==> src/rtl/qbus_pkg.sv <==
// -----------------------------------------------------------------------------
// qbus_pkg
//   Shared definitions for the Q-bus master sequencer.
//   - qb_op_t   : command op encodings presented on cmd_op
//   - state_t   : sequencer FSM states (also exported as a debug signal)
//   - DEV_WIN   : address bits [15:13] that mark the I/O page (drives nBS)
// -----------------------------------------------------------------------------
package qbus_pkg;

    typedef enum logic [1:0] {
        QB_READ  = 2'd0,
        QB_WRITE = 2'd1,
        QB_IAK   = 2'd2,
        QB_INIT  = 2'd3
    } qb_op_t;

    typedef enum logic [3:0] {
        ST_IDLE  = 4'd0,
        ST_ADDR  = 4'd1,
        ST_SYNC  = 4'd2,
        ST_DATA  = 4'd3,
        ST_STRB  = 4'd4,
        ST_WREP  = 4'd5,
        ST_SAMP  = 4'd6,
        ST_REL   = 4'd7,
        ST_WNREP = 4'd8,
        ST_DONE  = 4'd9,
        ST_INIT  = 4'd10
    } state_t;

    // Top three address bits of the I/O page (160000-177777 octal).
    localparam logic [2:0] DEV_WIN = 3'b111;

endpackage

==> src/rtl/qbus_master_if.sv <==
// -----------------------------------------------------------------------------
// qbus_master_if
//   Groups the command/response port and the Q-bus pins of qbus_master.
//
//   Command handshake: a command transfers on a rising clock edge where both
//   cmd_valid and cmd_ready are high. cmd_ready is high only while the
//   sequencer is idle; cmd_valid while cmd_ready is low is ignored (no
//   queuing). The response is a one-cycle rsp_valid pulse with rsp_data and
//   rsp_err; there is no rsp_ready, the consumer must take it when it appears.
//
//   Signals:
//     cmd_valid/cmd_ready/cmd_op/cmd_addr/cmd_data  command request
//     rsp_valid/rsp_data/rsp_err                    completion response
//     irq                                           synchronized ~nVIRQ
//     nAD_out/nAD_oe/nAD_in                         multiplexed active-low bus
//     nBS..nINIT                                    active-low controls (out)
//     nRPLY/nVIRQ                                   async inputs from device
//     dbg_state                                     current FSM state
//   Modports: master (sequencer side), slave (device / stimulus side).
// -----------------------------------------------------------------------------
interface qbus_master_if;
    import qbus_pkg::*;

    logic        cmd_valid;
    logic        cmd_ready;
    logic [1:0]  cmd_op;
    logic [15:0] cmd_addr;
    logic [15:0] cmd_data;
    logic        rsp_valid;
    logic [15:0] rsp_data;
    logic        rsp_err;
    logic        irq;
    logic [15:0] nAD_out;
    logic        nAD_oe;
    logic [15:0] nAD_in;
    logic        nBS;
    logic        nSYNC;
    logic        nDIN;
    logic        nDOUT;
    logic        nWTBT;
    logic        nIAKO;
    logic        nINIT;
    logic        nRPLY;
    logic        nVIRQ;
    state_t      dbg_state;

    modport master (
        input  cmd_valid, cmd_op, cmd_addr, cmd_data, nAD_in, nRPLY, nVIRQ,
        output cmd_ready, rsp_valid, rsp_data, rsp_err, irq,
        output nAD_out, nAD_oe, nBS, nSYNC, nDIN, nDOUT, nWTBT, nIAKO, nINIT,
        output dbg_state
    );

    modport slave (
        output cmd_valid, cmd_op, cmd_addr, cmd_data, nAD_in, nRPLY, nVIRQ,
        input  cmd_ready, rsp_valid, rsp_data, rsp_err, irq,
        input  nAD_out, nAD_oe, nBS, nSYNC, nDIN, nDOUT, nWTBT, nIAKO, nINIT,
        input  dbg_state
    );

endinterface

==> src/rtl/qbus_sync2.sv <==
// -----------------------------------------------------------------------------
// qbus_sync2
//   Two-flop synchronizer for active-low asynchronous bus inputs. Resets to 1
//   so an undriven/idle line reads as deasserted.
//   Ports: clk_i, rst_ni (async active-low), d_i (async in), q_o (synced out)
// -----------------------------------------------------------------------------
module qbus_sync2 (
    input  logic clk_i,
    input  logic rst_ni,
    input  logic d_i,
    output logic q_o
);

    logic s1_q, s2_q;

    always_ff @(posedge clk_i or negedge rst_ni) begin
        if (!rst_ni) begin
            s1_q <= 1'b1;
            s2_q <= 1'b1;
        end else begin
            s1_q <= d_i;
            s2_q <= s1_q;
        end
    end

    assign q_o = s2_q;

endmodule

==> src/rtl/qbus_master.sv <==
// -----------------------------------------------------------------------------
// qbus_master
//   Q-bus master sequencer: turns single-word commands (READ, WRITE, IAK,
//   INIT) into phased nSYNC/nDIN/nDOUT/nWTBT/nIAKO/nINIT handshakes on the
//   multiplexed active-low nAD bus and returns read data / vectors / timeout
//   errors on the response port.
//   Ports:
//     PIN_CLK   system clock (rising edge)
//     PIN_nRST  asynchronous active-low reset
//     bus       qbus_master_if.master (command, response, Q-bus pins, debug)
//   Parameters: T_PH phase length, T_DAT reply-to-sample delay,
//               T_TMO reply timeout, T_INIT nINIT width (all in cycles).
// -----------------------------------------------------------------------------
module qbus_master
    import qbus_pkg::*;
#(
    parameter int T_PH   = 4,
    parameter int T_DAT  = 8,
    parameter int T_TMO  = 1023,
    parameter int T_INIT = 16
) (
    input  logic          PIN_CLK,
    input  logic          PIN_nRST,
    qbus_master_if.master bus
);

    localparam logic [9:0] PH_LAST   = 10'(T_PH - 1);
    localparam logic [9:0] DAT_LAST  = 10'(T_DAT - 1);
    localparam logic [9:0] TMO_LAST  = 10'(T_TMO);
    localparam logic [9:0] INIT_LAST = 10'(T_INIT - 1);

    logic rply_s, virq_s;

    qbus_sync2 u_sync_rply (.clk_i(PIN_CLK), .rst_ni(PIN_nRST), .d_i(bus.nRPLY), .q_o(rply_s));
    qbus_sync2 u_sync_virq (.clk_i(PIN_CLK), .rst_ni(PIN_nRST), .d_i(bus.nVIRQ), .q_o(virq_s));

    state_t      state_q;
    qb_op_t      op_q;
    logic [15:0] data_q;
    logic [9:0]  cnt_q;     // shared phase / sample / timeout counter
    logic        tail_q;    // second sub-phase of WNREP (write hold) and INIT (idle gap)
    logic        cmd_ready_q, rsp_valid_q, rsp_err_q;
    logic [15:0] rsp_data_q, nad_out_q;
    logic        nad_oe_q, nbs_q, nsync_q, ndin_q, ndout_q, nwtbt_q, niako_q, ninit_q;

    always_ff @(posedge PIN_CLK or negedge PIN_nRST) begin
        if (!PIN_nRST) begin
            state_q     <= ST_IDLE;
            op_q        <= QB_READ;
            data_q      <= '0;
            cnt_q       <= '0;
            tail_q      <= 1'b0;
            cmd_ready_q <= 1'b0;
            rsp_valid_q <= 1'b0;
            rsp_err_q   <= 1'b0;
            rsp_data_q  <= '0;
            nad_out_q   <= '1;
            nad_oe_q    <= 1'b0;
            nbs_q       <= 1'b1;
            nsync_q     <= 1'b1;
            ndin_q      <= 1'b1;
            ndout_q     <= 1'b1;
            nwtbt_q     <= 1'b1;
            niako_q     <= 1'b1;
            ninit_q     <= 1'b1;
        end else begin
            rsp_valid_q <= 1'b0;
            case (state_q)
                ST_IDLE: begin
                    if (!cmd_ready_q) begin
                        cmd_ready_q <= 1'b1;
                    end else if (bus.cmd_valid) begin
                        cmd_ready_q <= 1'b0;
                        op_q        <= qb_op_t'(bus.cmd_op);
                        data_q      <= bus.cmd_data;
                        cnt_q       <= '0;
                        tail_q      <= 1'b0;
                        rsp_data_q  <= '0;
                        rsp_err_q   <= 1'b0;
                        case (qb_op_t'(bus.cmd_op))
                            QB_READ, QB_WRITE: begin
                                state_q   <= ST_ADDR;
                                nad_oe_q  <= 1'b1;
                                nad_out_q <= ~bus.cmd_addr;
                                nbs_q     <= ~(bus.cmd_addr[15:13] == DEV_WIN);
                                nwtbt_q   <= (qb_op_t'(bus.cmd_op) != QB_WRITE);
                            end
                            QB_IAK: begin
                                // No address cycle; DATA gives the turnaround gap.
                                state_q  <= ST_DATA;
                                nad_oe_q <= 1'b0;
                            end
                            default: begin
                                state_q <= ST_INIT;
                                ninit_q <= 1'b0;
                            end
                        endcase
                    end
                end
                ST_ADDR: begin
                    if (cnt_q == PH_LAST) begin
                        cnt_q   <= '0;
                        nsync_q <= 1'b0;
                        state_q <= ST_SYNC;
                    end else cnt_q <= cnt_q + 10'd1;
                end
                ST_SYNC: begin
                    if (cnt_q == PH_LAST) begin
                        cnt_q   <= '0;
                        state_q <= ST_DATA;
                        if (op_q == QB_WRITE) begin
                            nad_out_q <= ~data_q;
                            nwtbt_q   <= 1'b1;
                        end else begin
                            // Release the bus a full phase before nDIN so the device can drive.
                            nad_oe_q <= 1'b0;
                        end
                    end else cnt_q <= cnt_q + 10'd1;
                end
                ST_DATA: begin
                    if (cnt_q == PH_LAST) begin
                        cnt_q   <= '0;
                        state_q <= ST_STRB;
                        if (op_q == QB_WRITE) ndout_q <= 1'b0;
                        else                  ndin_q  <= 1'b0;
                        if (op_q == QB_IAK)   niako_q <= 1'b0;
                    end else cnt_q <= cnt_q + 10'd1;
                end
                ST_STRB: begin
                    cnt_q   <= '0;
                    state_q <= ST_WREP;
                end
                ST_WREP: begin
                    if (!rply_s || cnt_q == TMO_LAST) begin
                        if (rply_s) begin
                            rsp_err_q  <= 1'b1;
                            rsp_data_q <= '0;
                        end
                        cnt_q <= '0;
                        if (rply_s || op_q == QB_WRITE) begin
                            // Timeout or write reply: release strobes now.
                            state_q <= ST_REL;
                            nsync_q <= 1'b1;
                            ndin_q  <= 1'b1;
                            ndout_q <= 1'b1;
                            niako_q <= 1'b1;
                            nbs_q   <= 1'b1;
                        end else begin
                            state_q <= ST_SAMP;
                        end
                    end else cnt_q <= cnt_q + 10'd1;
                end
                ST_SAMP: begin
                    if (cnt_q == DAT_LAST) begin
                        rsp_data_q <= ~bus.nAD_in;
                        state_q    <= ST_REL;
                        nsync_q    <= 1'b1;
                        ndin_q     <= 1'b1;
                        ndout_q    <= 1'b1;
                        niako_q    <= 1'b1;
                        nbs_q      <= 1'b1;
                    end else cnt_q <= cnt_q + 10'd1;
                end
                ST_REL: begin
                    cnt_q   <= '0;
                    tail_q  <= 1'b0;
                    state_q <= ST_WNREP;
                end
                ST_WNREP: begin
                    if (tail_q) begin
                        // Write data held one more phase after the device let go of nRPLY.
                        if (cnt_q == PH_LAST) begin
                            state_q     <= ST_DONE;
                            rsp_valid_q <= 1'b1;
                            nad_oe_q    <= 1'b0;
                            nad_out_q   <= '1;
                        end else cnt_q <= cnt_q + 10'd1;
                    end else if (rply_s && op_q == QB_WRITE) begin
                        tail_q <= 1'b1;
                        cnt_q  <= '0;
                    end else if (rply_s || cnt_q == TMO_LAST) begin
                        if (!rply_s) begin
                            rsp_err_q  <= 1'b1;
                            rsp_data_q <= '0;
                        end
                        state_q     <= ST_DONE;
                        rsp_valid_q <= 1'b1;
                        nad_oe_q    <= 1'b0;
                        nad_out_q   <= '1;
                    end else cnt_q <= cnt_q + 10'd1;
                end
                ST_DONE: begin
                    cmd_ready_q <= 1'b1;
                    state_q     <= ST_IDLE;
                end
                ST_INIT: begin
                    if (!tail_q) begin
                        if (cnt_q == INIT_LAST) begin
                            ninit_q <= 1'b1;
                            tail_q  <= 1'b1;
                            cnt_q   <= '0;
                        end else cnt_q <= cnt_q + 10'd1;
                    end else if (cnt_q == PH_LAST) begin
                        state_q     <= ST_DONE;
                        rsp_valid_q <= 1'b1;
                    end else cnt_q <= cnt_q + 10'd1;
                end
                default: state_q <= ST_IDLE;
            endcase
        end
    end

    assign bus.cmd_ready = cmd_ready_q;
    assign bus.rsp_valid = rsp_valid_q;
    assign bus.rsp_data  = rsp_data_q;
    assign bus.rsp_err   = rsp_err_q;
    assign bus.irq       = ~virq_s;
    assign bus.nAD_out   = nad_out_q;
    assign bus.nAD_oe    = nad_oe_q;
    assign bus.nBS       = nbs_q;
    assign bus.nSYNC     = nsync_q;
    assign bus.nDIN      = ndin_q;
    assign bus.nDOUT     = ndout_q;
    assign bus.nWTBT     = nwtbt_q;
    assign bus.nIAKO     = niako_q;
    assign bus.nINIT     = ninit_q;
    assign bus.dbg_state = state_q;

endmodule

==> src/flat_wrapper.sv <==
// flat-port wrapper written by rule: the top's interface ports become plain ports
module qbus_master_flat import qbus_pkg::*;
#(
    parameter int T_PH   = 4,
    parameter int T_DAT  = 8,
    parameter int T_TMO  = 1023,
    parameter int T_INIT = 16
)
  (PIN_CLK, PIN_nRST, bus_cmd_valid, bus_cmd_op, bus_cmd_addr, bus_cmd_data, bus_nAD_in, bus_nRPLY, bus_nVIRQ, bus_cmd_ready, bus_rsp_valid, bus_rsp_data, bus_rsp_err, bus_irq, bus_nAD_out, bus_nAD_oe, bus_nBS, bus_nSYNC, bus_nDIN, bus_nDOUT, bus_nWTBT, bus_nIAKO, bus_nINIT, bus_dbg_state);
  qbus_master_if bus_i ();
  input  logic PIN_CLK;
  input  logic PIN_nRST;
  input wire logic [$bits(bus_i.cmd_valid)-1:0] bus_cmd_valid;
  input wire logic [$bits(bus_i.cmd_op)-1:0] bus_cmd_op;
  input wire logic [$bits(bus_i.cmd_addr)-1:0] bus_cmd_addr;
  input wire logic [$bits(bus_i.cmd_data)-1:0] bus_cmd_data;
  input wire logic [$bits(bus_i.nAD_in)-1:0] bus_nAD_in;
  input wire logic [$bits(bus_i.nRPLY)-1:0] bus_nRPLY;
  input wire logic [$bits(bus_i.nVIRQ)-1:0] bus_nVIRQ;
  output wire logic [$bits(bus_i.cmd_ready)-1:0] bus_cmd_ready;
  output wire logic [$bits(bus_i.rsp_valid)-1:0] bus_rsp_valid;
  output wire logic [$bits(bus_i.rsp_data)-1:0] bus_rsp_data;
  output wire logic [$bits(bus_i.rsp_err)-1:0] bus_rsp_err;
  output wire logic [$bits(bus_i.irq)-1:0] bus_irq;
  output wire logic [$bits(bus_i.nAD_out)-1:0] bus_nAD_out;
  output wire logic [$bits(bus_i.nAD_oe)-1:0] bus_nAD_oe;
  output wire logic [$bits(bus_i.nBS)-1:0] bus_nBS;
  output wire logic [$bits(bus_i.nSYNC)-1:0] bus_nSYNC;
  output wire logic [$bits(bus_i.nDIN)-1:0] bus_nDIN;
  output wire logic [$bits(bus_i.nDOUT)-1:0] bus_nDOUT;
  output wire logic [$bits(bus_i.nWTBT)-1:0] bus_nWTBT;
  output wire logic [$bits(bus_i.nIAKO)-1:0] bus_nIAKO;
  output wire logic [$bits(bus_i.nINIT)-1:0] bus_nINIT;
  output wire logic [$bits(bus_i.dbg_state)-1:0] bus_dbg_state;
  assign bus_i.cmd_valid = bus_cmd_valid;
  assign bus_i.cmd_op = bus_cmd_op;
  assign bus_i.cmd_addr = bus_cmd_addr;
  assign bus_i.cmd_data = bus_cmd_data;
  assign bus_i.nAD_in = bus_nAD_in;
  assign bus_i.nRPLY = bus_nRPLY;
  assign bus_i.nVIRQ = bus_nVIRQ;
  assign bus_cmd_ready = bus_i.cmd_ready;
  assign bus_rsp_valid = bus_i.rsp_valid;
  assign bus_rsp_data = bus_i.rsp_data;
  assign bus_rsp_err = bus_i.rsp_err;
  assign bus_irq = bus_i.irq;
  assign bus_nAD_out = bus_i.nAD_out;
  assign bus_nAD_oe = bus_i.nAD_oe;
  assign bus_nBS = bus_i.nBS;
  assign bus_nSYNC = bus_i.nSYNC;
  assign bus_nDIN = bus_i.nDIN;
  assign bus_nDOUT = bus_i.nDOUT;
  assign bus_nWTBT = bus_i.nWTBT;
  assign bus_nIAKO = bus_i.nIAKO;
  assign bus_nINIT = bus_i.nINIT;
  assign bus_dbg_state = bus_i.dbg_state;
  qbus_master #(.T_PH(T_PH), .T_DAT(T_DAT), .T_TMO(T_TMO), .T_INIT(T_INIT)) u_core (.PIN_CLK(PIN_CLK), .PIN_nRST(PIN_nRST), .bus(bus_i));
endmodule
==> config.mk <==
export PLATFORM = sky130hd
export DESIGN_NAME = qbus_master_flat
export DESIGN_NICKNAME = d
export VERILOG_FILES = /design/src/rtl/qbus_pkg.sv /design/src/rtl/qbus_master_if.sv /design/src/rtl/qbus_sync2.sv /design/src/rtl/qbus_master.sv /design/src/flat_wrapper.sv
export SDC_FILE = /design/constraint.sdc
export NUM_CORES = 1
export LEC_CHECK = 0
export CORE_ASPECT_RATIO = 0.5
export CORE_MARGIN = 3
export CORE_UTILIZATION = 45
export CTS_CLUSTER_DIAMETER = 200
export DETAILED_ROUTE_END_ITERATION = 12
export HOLD_SLACK_MARGIN = 0.12
export PLACE_DENSITY = 0.76
export RECOVER_POWER = 100
export SYNTH_ARGS = -nofsm -noshare
export SYNTH_HDL_FRONTEND = slang
export SYNTH_SLANG_ARGS = --single-unit
==> constraint.sdc <==
create_clock -name PIN_CLK -period 2.85 [get_ports PIN_CLK]
set_clock_uncertainty 0.15 [all_clocks]
set_input_delay 0.4275 -clock PIN_CLK [delete_from_list [all_inputs] [get_ports PIN_CLK]]
set_output_delay 0.4275 -clock PIN_CLK [all_outputs]
set_load 0.01 [all_outputs]
==> flow_summary.toml, run 1 <==
[die]
pin_count = 103
die_area_sq_mm = 0.01081
row_count = 24
coreArea_sq_mm = 0.008979
dieWidth_microns = 144.1
die_height_microns = 75.04
start_util_pct = 47.77

[synth]
synthCells = 403
syn_area_sq_mm = 0.004289
synth-xor-area-share_pct = 0.2042
synthTopCellsByArea = "dfrtp_1 31%, mux2_2 18%, dfstp_2 17%"
synthArstFlopShare_pct = 100.0
ys_types = 64
synthMuxAreaShare_pct = 18.32
synth-seq-area-share_pct = 47.46
synth_top_cell_by_area = "dfrtp_1"
ys.warnings.count = 0
synthAdderAreaFrac_pct = 0.5834
yosys.area_share.simple_pct = 15.49
synth_top_family_by_area = "multiplexers"
synth-edff-count = 0
avgSynthCellArea_sq_um = 10.64
synth_flop_cell = "dfrtp_1"
yosys.area.top_type_share_pct = 30.92
synth-seq-cells = 80
synth_compound_area_share_pct = 15.02
synth.net_count = 460

[sta]
hold_slack_ns = 0.2100
finalHoldViolations = 0
slew_headroom_pct = 32.64
fin_crit_ns = 2.745
slew_viol_final = 0
finalSetupViolations = 0
post-route-period-util_pct = 96.31
max_freq_mhz = 364.3
worst_slew_pin_slew_ns = 1.010
rsz0062_at_grt = "yes"

[clock_network]
clk_latency_ns = 0.33
clkSlewWorstSetupHoldPaths_ns = 0.06
htreeDepth = 3
clock-sinks = 80
cts_root_buffer = "clkbuf_16"
cts_buffers = 9
cts_tree = "built"
clockBufferDepth = 2

[placement]
io_buffer_count = 102
routabilityCongestion = 0.9907
dp_hpwl_microns = 8728

[power]
power.share.sequential_pct = 47.3
ir_drop_mv = 0.3731
switching_share_pct = 21.66
intPower_mw = 1.896
power_density_mw_per_mm2 = 404.6
p_sw_mw = 0.5243
combPwrFrac_pct = 4.4
p_leak_nw = 2.713
clockPowerShare_pct = 48.3

[flow_run]
cap_violations = 0

[worst_setup_path]
worstSetupEndpointType = "flip-flop"
cp.required_ns = 2.92
crit_path_max_fanout = 7
critPathKind = "flip-flop to flip-flop"
arrival_ns = 2.82
startpoint_type = "flip-flop"

[layout]
syn_to_final_growth_pct = 39.50
antenna_cells = 0
finish.utilization_pct = 66.64
nNetsFinal = 592
regArea_sq_mm = 0.002036
fill_cells = 693
multi_input_area_sq_mm = 0.002141
drive_gt1_share_pct = 30.00

[routing]
drt_wl_total_microns = 11880
wl_per_cell_microns = 18.09
drc = 0
drt_iter0_markers = 330
drtAntennaViolNets = 0
avgViaCountPerCell = 5.737
vias = 3769
dr.pass1.iters = 5

[global_routing]
grt_pass1_vias = 3847
grt_antenna_before_repair = 0
grt_pass1_wl_microns = 19260
grt_max_degree = 42
gr-total-overflow = 0
grt.total_usage_pct = 22.73

[run_status]
status = "completed"

[hold_path]
hold_class = "flip-flop to flip-flop"
[path summary, 6_finish.rpt]
check | from | end | slack [ns] | cells past startpoint
min reg2reg | u_core.u_sync_virq.s1_q | u_core.u_sync_virq.q_o | 0.21 | 0
min | u_core.u_sync_virq.s1_q | u_core.u_sync_virq.q_o | 0.21 | 0
min in group asynchronous | PIN_nRST | u_core.cnt_q[0] | 0.66 | 2
max in group asynchronous | PIN_nRST | u_core.bus.rsp_data[15] | 0.65 | 3
max reg2reg | u_core.cnt_q[1] | u_core.cnt_q[0] | 0.11 | 9
max | u_core.cnt_q[1] | u_core.cnt_q[0] | 0.11 | 9
[timing repair]
action / in CTS / in global routing
setup buffers: 0 / 2
hold buffers: 1 / 0
hold endpoints to repair: 25 / 0
endpoints found under the setup margin: 0 / 2
resized for setup: 0 / 2
[placed cells by master (no fill, tap or decap), types with 3 or more instances in the layout]
master           instances
dfrtp_1                 53
clkbuf_1                 4
nor3_1                   5
o21ai_0                 22
nor2b_1                  7
clkbuf_2                 3
clkdlybuf4s50_1         52
inv_1                    9
nor2_1                  29
mux2_2                  68
nor4_1                   4
nand3_1                 10
buf_4                   31
o211ai_1                12
dlygate4sd3_1           50
o31ai_1                  3
o221ai_1                 6
clkbuf_16                9
and2_1                   3
dfstp_2                 27
nand4_1                  3
a211oi_1                 5
nand2b_1                 5
or2_2                    5
or3_1                    3
nand2_1                 42
a21oi_1                  7
o21bai_1                 3
o22ai_1                  4
[cell type report]
class                      count  share of cell area (%)
clock buffer                   9                   3.764
clock inverter                 7                   1.297
inverter                       9                  0.5646
multi-input combinational    293                   35.78
sequential                    80                   34.02
tap                          117                   2.447
timing repair buffer         142                   22.12
[worst max-delay path: stages, from the launching register on]
cell,delay (ns)
dfrtp_1,0.37
ha_1,0.21
or4b_4,0.52
nor3_4,0.20
buf_4,0.19
inv_1,0.05
ha_1,0.29
a22oi_1,0.09
o31a_1,0.26
a211o_1,0.30
[cells in the mapped netlist (3+ instances only)]
cell type   n
a211oi_1    5
a21oi_1     7
and2_1      3
buf_1       3
clkbuf_1   15
dfrtp_1    53
dfstp_2    27
inv_1       9
mux2_2     68
nand2_1    42
nand2b_1    5
nand3_1    10
nand4_1     3
nor2_1     29
nor2b_1     7
nor3_1      6
nor4_1      4
o211ai_1   12
o21ai_0    22
o21bai_1    3
o221ai_1    6
o22ai_1     4
o31ai_1     3
or2_2       5
or3_1       3
[cells by family after synthesis]
| logic type | Yosys count |
|---|---|
| adders and majority gates | 2 |
| xor gates and xnor gates | 1 |
| DFF | 80 |
| and+or+nand+nor | 132 |
| muxes | 70 |
| buffers and inverters | 30 |
| AOI/OAI and AO/OA | 88 |
[state kept, by name, indices dropped and copies added (netlist names), 2 cells and up]
name / flops
u_core.bus.rsp_data: 16
u_core.op_q: 2
u_core.cnt_q: 10
u_core.data_q: 16
u_core.bus.nAD_out: 16
u_core.bus.dbg_state: 4
[layer usage]
layer	vias up	routed length, microns	GRT usage [%]
met5	-	0	0
met4	0	86	4.802
met3	9	901	6.599
met2	159	5800	37.49
met1	1843	5095	30.41
li1	1758	-	-
[power by group through the flow]
stage	Combinational, mW	Clock, mW	Sequential (mW)
after floorplan	0.00596	0	1.16
after global placement	0.111	0	1.16
after detailed placement	0.112	0	1.16
after CTS	0.113	1.20	1.15
after global routing	0.116	1.25	1.14
final	0.107	1.17	1.15
[through the flow]
step / cells / area, sq um / total power [mW] / TNS, ns / setup WS [ns]
floorplan: 403 / 4289 / 1.169 / 0 / 0.02741
global placement: 638 / 5685 / 1.275 / 0 / 0.1708
detailed placement: 638 / 5685 / 1.277 / 0 / 0.1074
CTS: 655 / 5998 / 2.454 / 0 / 0.09350
global route: 657 / 5983 / 2.509 / -0.003806 / -0.003806
finish: 657 / 5983 / 2.421 / 0 / 0.1051
(Power assumes the default switching activity.)
==> inputs of run 2 (changes only) <==
--- a/config.mk
+++ b/config.mk
@@ -5,13 +5,15 @@
 export SDC_FILE = /design/constraint.sdc
 export NUM_CORES = 1
 export LEC_CHECK = 0
+export ABC_AREA = 1
 export CORE_ASPECT_RATIO = 0.5
 export CORE_MARGIN = 3
 export CORE_UTILIZATION = 45
 export CTS_CLUSTER_DIAMETER = 200
 export DETAILED_ROUTE_END_ITERATION = 12
+export GPL_ROUTABILITY_DRIVEN = 0
 export HOLD_SLACK_MARGIN = 0.12
-export PLACE_DENSITY = 0.76
+export PLACE_DENSITY = 0.89
 export RECOVER_POWER = 100
 export SYNTH_ARGS = -nofsm -noshare
 export SYNTH_HDL_FRONTEND = slang
==> flow_summary.toml, run 2 <==
[run_status]
status = "completed"

[global_routing]
grt.total_usage_pct = 22.19
grt_max_degree = 42
grt_pass1_vias = 3839
grt_antenna_before_repair = 0
gr-total-overflow = 0
grt_pass1_wl_microns = 18490

[synth]
avgSynthCellArea_sq_um = 7.590
synthArstFlopShare_pct = 100.0
yosys.area.top_type_share_pct = 31.37
synthCells = 557
ys_types = 36
ys.warnings.count = 0
synth_most_common_cell = "nand2_1"
synthTopCellsByArea = "dfrtp_1 31%, nand2_1 19%, dfstp_2 17%"
synth-seq-cells = 80
synth_common_cells = "210 x nand2_1, 53 x dfrtp_1, 45 x inv_1, 45 x nor2_1, 36 x o21ai_0"
synth_flop_cell = "dfrtp_1"
synth-edff-count = 0
synth_top_cell_by_area = "dfrtp_1"
synth-seq-area-share_pct = 48.15
syn_area_sq_mm = 0.004228
synth.net_count = 614

[sta]
slew_headroom_pct = 32.40
finalHoldViolations = 0
slew_viol_final = 0
fin_crit_ns = 2.535
setup_slack_ns = 0.3147
post-route-period-util_pct = 88.96
rsz0062_at_grt = "no"
max_freq_mhz = 394.4
hold_slack_ns = 0.2088
fin_setup_tns_ns = 0
worst_slew_pin_slew_ns = 1.014
finalSetupViolations = 0

[routing]
vias = 4112
drt_wl_total_microns = 11620
dr.pass1.iters = 6
avgViaCountPerCell = 5.238
drtAntennaViolNets = 0
wl_per_cell_microns = 14.81
drt_iter0_markers = 406
drc = 0

[worst_setup_path]
rrSetupSlack_ns = 0.31
critPathKind = "flip-flop to flip-flop"
r2r-end = "u_core.bus.nAD_out[3]"
startpoint_type = "flip-flop"
crit_path_max_fanout = 16
cp.required_ns = 2.98
arrival_ns = 2.66
crit-reg2reg-launch = "u_core.cnt_q[1]"
worstSetupEndpointType = "flip-flop"
r2r_cells = 12

[power]
clockPowerShare_pct = 19.7
power_density_mw_per_mm2 = 1047
switching_share_pct = 43.03
power.share.sequential_pct = 32.1
combPwrFrac_pct = 48.1
intPower_mw = 3.372
p_sw_mw = 2.547
ir_drop_mv = 0.4985
p_total_mw = 5.919
p_leak_nw = 2.792

[flow_run]
cap_violations = 0

[clock_network]
cts_tree = "built"
postCtsHoldBufs = 1
clkSlewWorstSetupHoldPaths_ns = 0.06
clockBufferDepth = 2
clk_latency_ns = 0.35
htreeDepth = 3
clock-sinks = 80
cts-resized-gates = 0
cts_root_buffer = "clkbuf_16"
cts_setup_buffers = 0
cts_buffers = 9

[die]
pin_count = 103
dieWidth_microns = 143.1
coreArea_sq_mm = 0.008919
die_height_microns = 74.54
die_area_sq_mm = 0.01066
row_count = 24
start_util_pct = 47.40

[placement]
dp_hpwl_microns = 8440
place_area_sq_mm = 0.005364
dp.cells = 768
dp_slack_ns = 0.4845
io_buffer_count = 102

[layout]
final_common_cell = "nand2_1"
antenna_cells = 0
drive_gt1_share_pct = 11.83
layout_common_cells = "212 x nand2_1, 53 x dfrtp_1, 52 x o21ai_0, 51 x dlygate4sd3_1, 51 x clkdlybuf4s50_1"
syn_to_final_growth_pct = 33.68
stdcell_area_sq_mm = 0.005652
finish.utilization_pct = 63.37
fin_cells = 785
nNetsFinal = 720

[hold_path]
hold_path_depth = 0
min_from = "u_core.u_sync_rply.s1_q"
hold_class = "flip-flop to flip-flop"
holdPathEnd = "u_core.u_sync_rply.q_o"
run 2: worst max-delay path, stage by stage, from the launching register on:
cell	delay (ns)
dfrtp_1	0.39
ha_1	0.28
nand2_2	0.11
nor2_4	0.14
nand3_1	0.14
nand2_1	0.11
nand2_1	0.08
nand2_1	0.18
nand3_1	0.18
nor2_4	0.22
inv_1	0.27
nand2_1	0.14
nand2_1	0.07
run 2: layout make-up:
type	count	area [sq um]
sequential	80	2036
clock inverter	6	67.56
fill	715	3267
timing repair buffer	111	1080
tap	117	146.4
inverter	51	191.4
clock buffer	10	229.0
multi-input combinational	410	1902
run 2: cells by family (layout without fill, tap and decap cells):
kind of cell	Yosys count	in the layout	share of synthesized area, %
AND/OR/NAND/NOR	320	320	32.23
buffers and inverters	67	178	6.629
XOR/XNOR	6	6	1.243
flip-flops	80	80	48.15
AO/OA/AOI/OAI	82	82	11.16
adder cells (fa/ha/maj)	2	2	0.5918
run 2: layer usage:
layer | wire length, microns | global-route usage, % | share of wire [%]
met1 | 4908 | 28.66 | 42
met2 | 5602 | 36.95 | 48
met3 | 842 | 5.331 | 7.2
met4 | 269 | 8.430 | 2.3
met5 | 0 | 0 | 0
run 2: worst max-delay path by stage:
stage | from | end | slack (ns) | cells after the start
6_report | u_core.cnt_q[1] | u_core.bus.nAD_out[3] | 0.31 | 12
5_1_grt | u_core.bus.dbg_state[0] | u_core.cnt_q[4] | 0.08 | 10
4_1_cts | u_core.bus.dbg_state[3] | u_core.cnt_q[5] | 0.44 | 10
3_5_place_dp | u_core.bus.dbg_state[3] | u_core.bus.dbg_state[1] | 0.48 | 11
3_3_place_gp | bus_cmd_valid | u_core.cnt_q[4] | 0.52 | 9
2_1_floorplan | u_core.cnt_q[1] | u_core.bus.nAD_out[10] | 0.90 | 13
run 2: power by group through the flow:
stage	sequential [mW]	clock (mW)	combinational, mW
2_1_floorplan	1.95	0	1.85
3_3_place_gp	1.91	0	2.84
3_5_place_dp	1.91	0	2.93
4_1_cts	1.90	1.18	2.96
5_1_grt	1.93	1.23	3.19
6_report	1.90	1.17	2.85
